<file path="config.mk">
export PLATFORM = sky130hd
export DESIGN_NAME = result_bcd_display
export DESIGN_NICKNAME = d
export VERILOG_FILES = /design/src/rtl/result_bcd_display.sv
export SDC_FILE = /design/constraint.sdc
export NUM_CORES = 1
export LEC_CHECK = 0
export CORE_ASPECT_RATIO = 0.75
export CORE_MARGIN = 2
export CORE_UTILIZATION = 51
export DETAILED_ROUTE_END_ITERATION = 8
export GPL_ROUTABILITY_DRIVEN = 0
export PLACE_DENSITY = 0.85
export REMOVE_ABC_BUFFERS = 1
export SYNTH_ARGS = -nofsm -noshare
export SYNTH_HDL_FRONTEND = slang
export SYNTH_SLANG_ARGS = --single-unit
</file>
<file path="constraint.sdc">
create_clock -name clk -period 2.7 [get_ports clk]
set_input_delay 0.54 -clock clk [delete_from_list [all_inputs] [get_ports clk]]
set_output_delay 0.54 -clock clk [all_outputs]
set_load 0.05 [all_outputs]
</file>
<file path="src/rtl/result_bcd_display.sv">
`default_nettype none
// ============================================================================
// Module   : result_bcd_display
// Purpose  : Display stage of the calculator datapath. Captures a signed
//            result (or an error flag) from the processing element. It
//            converts the magnitude to five BCD digits with a sequential
//            double-dabble, one bit per cycle. It then drives five registered
//            active-low 7-segment digits, a sign LED and an ERROR LED.
// Options  : LEADING_ZERO_BLANK_EN - blank leading zero digits above the
//            highest nonzero digit (ONES always shows a digit).
// Revision : 1.0 - initial release
// ============================================================================
module result_bcd_display #(
  parameter int DATA_W      = 16,  // two's complement result width, <= 16
  parameter int SHIFT_CNT_W = 5    // iteration counter width, must hold DATA_W
) (
  input  logic              clk,
  input  logic              rst,
  input  logic              start,
  input  logic [DATA_W-1:0] result,
  input  logic              error_in,
  output logic              busy,
  output logic              ready,
  output logic [6:0]        ONES,
  output logic [6:0]        TENS,
  output logic [6:0]        HUNDREDS,
  output logic [6:0]        THOUSAND,
  output logic [6:0]        TEN_THOUSAND,
  output logic              sign,
  output logic              ERROR
);

  localparam int c_NDIG  = 5;
  localparam int c_BCD_W = 4 * c_NDIG;

  localparam logic [6:0] c_SEG_BLANK = 7'h7F;
  localparam logic [6:0] c_SEG_DASH  = 7'h3F;

  // The counter value seen on the final shift cycle
  localparam logic [SHIFT_CNT_W-1:0] c_LAST_SHIFT = SHIFT_CNT_W'(DATA_W - 1);

  typedef enum logic [1:0] {
    S_IDLE    = 2'd0,
    S_CONVERT = 2'd1,
    S_LOAD    = 2'd2
  } state_t;

  // --------------------------------------------------------------------------
  // State and registers
  // --------------------------------------------------------------------------
  state_t                 r_state;
  logic [c_BCD_W-1:0]     r_bcd;
  logic [DATA_W-1:0]      r_mag;
  logic                   r_neg;
  logic                   r_err;
  logic [SHIFT_CNT_W-1:0] r_cnt;

  logic                   r_busy;
  logic                   r_ready;
  logic                   r_sign;
  logic                   r_error;
  logic [6:0]             r_ones;
  logic [6:0]             r_tens;
  logic [6:0]             r_hundreds;
  logic [6:0]             r_thousand;
  logic [6:0]             r_ten_thousand;

  // --------------------------------------------------------------------------
  // Combinational datapath
  // --------------------------------------------------------------------------
  logic [DATA_W-1:0]      w_mag_in;
  logic [c_BCD_W-1:0]     w_bcd_adj;
  logic [c_NDIG-1:0]      w_lead_zero;
  logic [6:0]             w_seg [c_NDIG];

  // Most negative input negates to itself as a bit pattern, which is
  // the correct unsigned magnitude, so no overflow handling is needed
  assign w_mag_in = result[DATA_W-1] ? (~result + DATA_W'(1)) : result;

  // Decimal digit to active-low {g,f,e,d,c,b,a}; codes 10..15 never occur
  function automatic logic [6:0] f_seg(input logic [3:0] i_digit);
    logic [6:0] v_seg;
    case (i_digit)
      4'd0:    v_seg = 7'h40;
      4'd1:    v_seg = 7'h79;
      4'd2:    v_seg = 7'h24;
      4'd3:    v_seg = 7'h30;
      4'd4:    v_seg = 7'h19;
      4'd5:    v_seg = 7'h12;
      4'd6:    v_seg = 7'h02;
      4'd7:    v_seg = 7'h78;
      4'd8:    v_seg = 7'h00;
      4'd9:    v_seg = 7'h10;
      default: v_seg = c_SEG_BLANK;
    endcase
    return v_seg;
  endfunction

  // Add-3 correction on each nibble >= 5 before every shift
  genvar gi;
  generate
    for (gi = 0; gi < c_NDIG; gi++) begin : g_adj
      assign w_bcd_adj[4*gi +: 4] = (r_bcd[4*gi +: 4] >= 4'd5)
                                  ? (r_bcd[4*gi +: 4] + 4'd3)
                                  : r_bcd[4*gi +: 4];
    end
  endgenerate

`ifdef LEADING_ZERO_BLANK_EN
  // Flag digits that are zero with every higher digit also zero; ONES never
  always_comb begin
    logic v_run;
    w_lead_zero = '0;
    v_run       = 1'b1;
    for (int i = c_NDIG - 1; i >= 1; i--) begin
      v_run          = v_run & (r_bcd[4*i +: 4] == 4'd0);
      w_lead_zero[i] = v_run;
    end
  end
`else
  // All five digits are always shown
  assign w_lead_zero = '0;
`endif

  // Segment pattern per digit, blanked where it is a leading zero
  generate
    for (gi = 0; gi < c_NDIG; gi++) begin : g_digit
      assign w_seg[gi] = w_lead_zero[gi] ? c_SEG_BLANK : f_seg(r_bcd[4*gi +: 4]);
    end
  endgenerate

  // --------------------------------------------------------------------------
  // Control FSM with registered display outputs
  // --------------------------------------------------------------------------
  // IDLE captures, CONVERT shifts one bit per cycle, LOAD publishes the result
  always_ff @(posedge clk or posedge rst) begin
    if (rst) begin
      r_state        <= S_IDLE;
      r_bcd          <= '0;
      r_mag          <= '0;
      r_neg          <= 1'b0;
      r_err          <= 1'b0;
      r_cnt          <= '0;
      r_busy         <= 1'b0;
      r_ready        <= 1'b0;
      r_sign         <= 1'b0;
      r_error        <= 1'b0;
      r_ones         <= c_SEG_BLANK;
      r_tens         <= c_SEG_BLANK;
      r_hundreds     <= c_SEG_BLANK;
      r_thousand     <= c_SEG_BLANK;
      r_ten_thousand <= c_SEG_BLANK;
    end else begin
      r_ready <= 1'b0;
      case (r_state)
        S_IDLE: begin
          if (start) begin
            r_mag   <= w_mag_in;
            r_neg   <= result[DATA_W-1];
            r_err   <= error_in;
            r_bcd   <= '0;
            r_cnt   <= '0;
            r_busy  <= 1'b1;
            // An error has nothing to convert, so publish it right away
            r_state <= error_in ? S_LOAD : S_CONVERT;
          end
        end

        S_CONVERT: begin
          // Top bit of the corrected BCD is always zero for a 16-bit input
          {r_bcd, r_mag} <= {w_bcd_adj[c_BCD_W-2:0], r_mag, 1'b0};
          r_cnt          <= r_cnt + 1'b1;
          if (r_cnt == c_LAST_SHIFT) begin
            r_state <= S_LOAD;
          end
        end

        S_LOAD: begin
          if (r_err) begin
            r_ones         <= c_SEG_DASH;
            r_tens         <= c_SEG_DASH;
            r_hundreds     <= c_SEG_DASH;
            r_thousand     <= c_SEG_DASH;
            r_ten_thousand <= c_SEG_DASH;
          end else begin
            r_ones         <= w_seg[0];
            r_tens         <= w_seg[1];
            r_hundreds     <= w_seg[2];
            r_thousand     <= w_seg[3];
            r_ten_thousand <= w_seg[4];
          end
          // Zero is never negative, so the sign bit alone is sufficient
          r_sign  <= r_neg & ~r_err;
          r_error <= r_err;
          r_ready <= 1'b1;
          r_busy  <= 1'b0;
          r_state <= S_IDLE;
        end

        default: begin
          r_state <= S_IDLE;
          r_busy  <= 1'b0;
        end
      endcase
    end
  end

  assign busy         = r_busy;
  assign ready        = r_ready;
  assign sign         = r_sign;
  assign ERROR        = r_error;
  assign ONES         = r_ones;
  assign TENS         = r_tens;
  assign HUNDREDS     = r_hundreds;
  assign THOUSAND     = r_thousand;
  assign TEN_THOUSAND = r_ten_thousand;

endmodule
`default_nettype wire

</file>
==> impl_metrics.toml <==
[die]
die_w_um = 116
io_pins = 59
coreArea_mm2 = 0.00905
initial_core_util = 0.526
die_h_um = 87.7
std_cell_rows = 30
dieArea_mm2 = 0.0101

[global_routing]
grt_antenna_before_repair = 0
grt_max_degree = 61
grt.overflow.total = 0
grt_pass1_vias = 3784
grt_use_total = 0.219
grt_first_pass_wirelength_mm = 17.7

[cts]
numClockSinks = 84
cts_tree = "yes"
worstSkewPairLatency_ns = 0.33
cts_root_buf = "clkbuf_16"
cts_resized = 0
clockBufferDepth = 2
cts_hold_buf = 0
post_cts_buffers = 0
cts_buffers = 9
clkTransAtPathRegs_ns = 0.06
htree_levels = 3

[sta]
slew_headroom = 0.522
timing.setup.tns_ns = 0
rsz0062_at_grt = "no"
setup_violations = 0
period_share = 0.862
hold_viol = 0
fmax_mhz = 430
skew_ns = 0.00518
timing.final.crit_period_ns = 2.33
tightest_slew_ns = 0.717
slew_viol_final = 0
fin_ws_ns = 0.374

[synthesis]
synthArstFlopShare = 1.00
synth_ff_type = "dfrtp_1"
yosysWarnings = 0
synth_top_family_by_area = "compound AO/OA/AOI/OAI gates"
synth_edf_count = 0
synth_fa_ha_area_frac = 0.0867
muxShareOfSynthArea = 0.0210
synth_cell_types = 40
synthCells = 524
ys_ff_latch = 84
synth_xor_xnor_area_share = 0.0368
ys_seq_area_frac = 0.451
synth_compound_area_frac = 0.205
avgSynthCellArea_um2 = 9.09
yosys.area_share.simple = 0.149
synthesis.area_mm2 = 0.00476

[pwr]
p_sw_frac = 0.450
p_per_area_mw_per_mm2 = 1360
p_switching_mw = 3.53
pwr-share-comb = 0.512
p_leak_nw = 2.46
p_seq_frac = 0.329
peakVddDrop_mv = 0.404
power_frac_clock = 0.159
p_int_mw = 4.32

[detailed_routing]
first_pass_iters = 4
drt_iter0_drc = 270
vias_per_cell = 5.59
drt_wl_total_mm = 10.3
ant_nets = 0
vias = 3917
post_drt_wl_per_cell_um = 14.7
drc = 0

[critical_path]
r2r_start = "r_state[1]$_DFFE_PP0P_"
critPathMaxStageDelay_ns = 0.55
start_kind = "input port"
path_class = "input port to register"
worst_path_max_delay_cell = "or4_4"
path_delay_family = "simple AND/OR/NAND/NOR gates"
crit_fanout = 2
reg2regPathDepth = 5
r2r_end = "HUNDREDS[2]$_DFFE_PP1P_"
worstPathArrival_ns = 2.58
reg2reg_slack_ns = 0.86
path_cells = "clkdlybuf4s50_1 > or4_4 > or3_1 > or4_1 > a31oi_1"
path_buf_inv = 1
required_ns = 2.95
end_kind = "register"

[placed_design]
portBuffers = 58
hpwl_mm = 7.32
dp.cells = 685
post_dp_cell_area_mm2 = 0.00547
place_ws_ns = 0.0289

[worst_hold_path]
min_to = "r_neg$_DFFE_PP0P_"
holdPathStages = 2
hold_path.class = "register to register"
worstHoldStart = "r_neg$_DFFE_PP0P_"

[finish]
stdcell_count = 701
layout-drive-gt1-share = 0.117
fin_nets = 621
syn2layout_area_growth_pct = 21.4
mostFrequentLayoutCells = "58 x clkdlybuf4s50_1, 56 x o21ai_0, 53 x nor2_1, 49 x dfrtp_1, 45 x a21oi_1"
final_area_mm2 = 0.00578
mostFrequentLayoutCell = "clkdlybuf4s50_1"
diodes = 0

[flow_run]
max-cap-violations = 0

[run_status]
status = "finished, final reports clean"
## metal layers
| layer | share of wire | vias up | GRT usage |
|---|---|---|---|
| met5 | 0 | - | 0 |
| li1 | - | 1915 | - |
| met1 | 0.46 | 1890 | 0.283 |
| met2 | 0.48 | 101 | 0.373 |
| met3 | 0.045 | 11 | 0.0505 |
| met4 | 0.011 | 0 | 0.0581 |
## kinds of logic after synthesis
kind of cell | count (synthesis)
compound gates | 160
xor+xnor | 20
fa+ha+maj | 33
buf+inv | 64
flops | 84
mux | 10
simple gates | 153
## how the worst max path moves through the flow
| stage | endpoint | startpoint | slack (ns) | cells past startpoint |
|---|---|---|---|---|
| after floorplan | ERROR$_DFFE_PP0P_ | rst | 0.05 | 1 |
| after global placement | r_mag[15]$_DFFE_PP0P_ | result[10] | 0.08 | 5 |
| after detailed placement | r_mag[15]$_DFFE_PP0P_ | result[10] | 0.03 | 5 |
| after CTS | r_mag[15]$_DFFE_PP0P_ | result[10] | 0.37 | 5 |
| after global routing | r_mag[15]$_DFFE_PP0P_ | result[10] | 0.33 | 5 |
| final | r_mag[15]$_DFFE_PP0P_ | result[10] | 0.37 | 5 |
## through the flow
step | total power, mW | hold slack [ns] | utilization
6_report | 7.85 | 0.477 | 0.639
3_3_place_gp | 6.40 | 0.468 | 0.605
3_5_place_dp | 6.60 | 0.473 | 0.605
2_1_floorplan | 5.38 | 0.447 | -
5_1_grt | 8.41 | 0.509 | 0.639
4_1_cts | 7.87 | 0.482 | 0.639
## worst reg2reg max path, cell delays in order, from the launching register on
cell,delay [ns]
dfrtp_1,0.55
nor3b_2,0.52
buf_4,0.32
nand2_1,0.14
a21oi_1,0.18
nor2_1,0.07
## area by class of cell
cell class,count,area (µm²)
clock buffer,14,297
inverter,27,103
fill,746,3270
sequential,84,2150
clock inverter,2,11.3
multi-input combinational,376,2380
timing repair buffer,70,683
tap,128,160
## state kept, by name (all words and copies together), names as in the netlist
signal and cells:
r_bcd 20, r_mag 16, HUNDREDS 7, ONES 7
TENS 7, TEN_THOUSAND 7, THOUSAND 7, r_cnt 5
r_state 2, ERROR 1, busy 1, r_err 1
r_neg 1, ready 1, sign 1
## cells in the mapped netlist (all sizes together), types with 10 or more instances
cell type  number  area [µm²]
o21ai          56         280
nor2           53         199
dfrtp          49        1230
a21oi          45         225
nand2          42         158
clkbuf         37         139
dfstp          35         920
ha             33         413
inv            27         101
nand3          17        85.1
o22a           14         123
xor2           14         123
a22oi          13        97.6
nand2b         11        68.8
mux2i          10         100
## power groups by stage
stage               Sequential, mW  Combinational (mW)  Clock [mW]
floorplan                     3.49                1.90           0
global placement              2.55                3.85           0
detailed placement            2.59                4.01           0
CTS                           2.58                4.03        1.26
global route                  2.68                4.41        1.32
finish                        2.59                4.02        1.25
(Power assumes the default switching activity.)
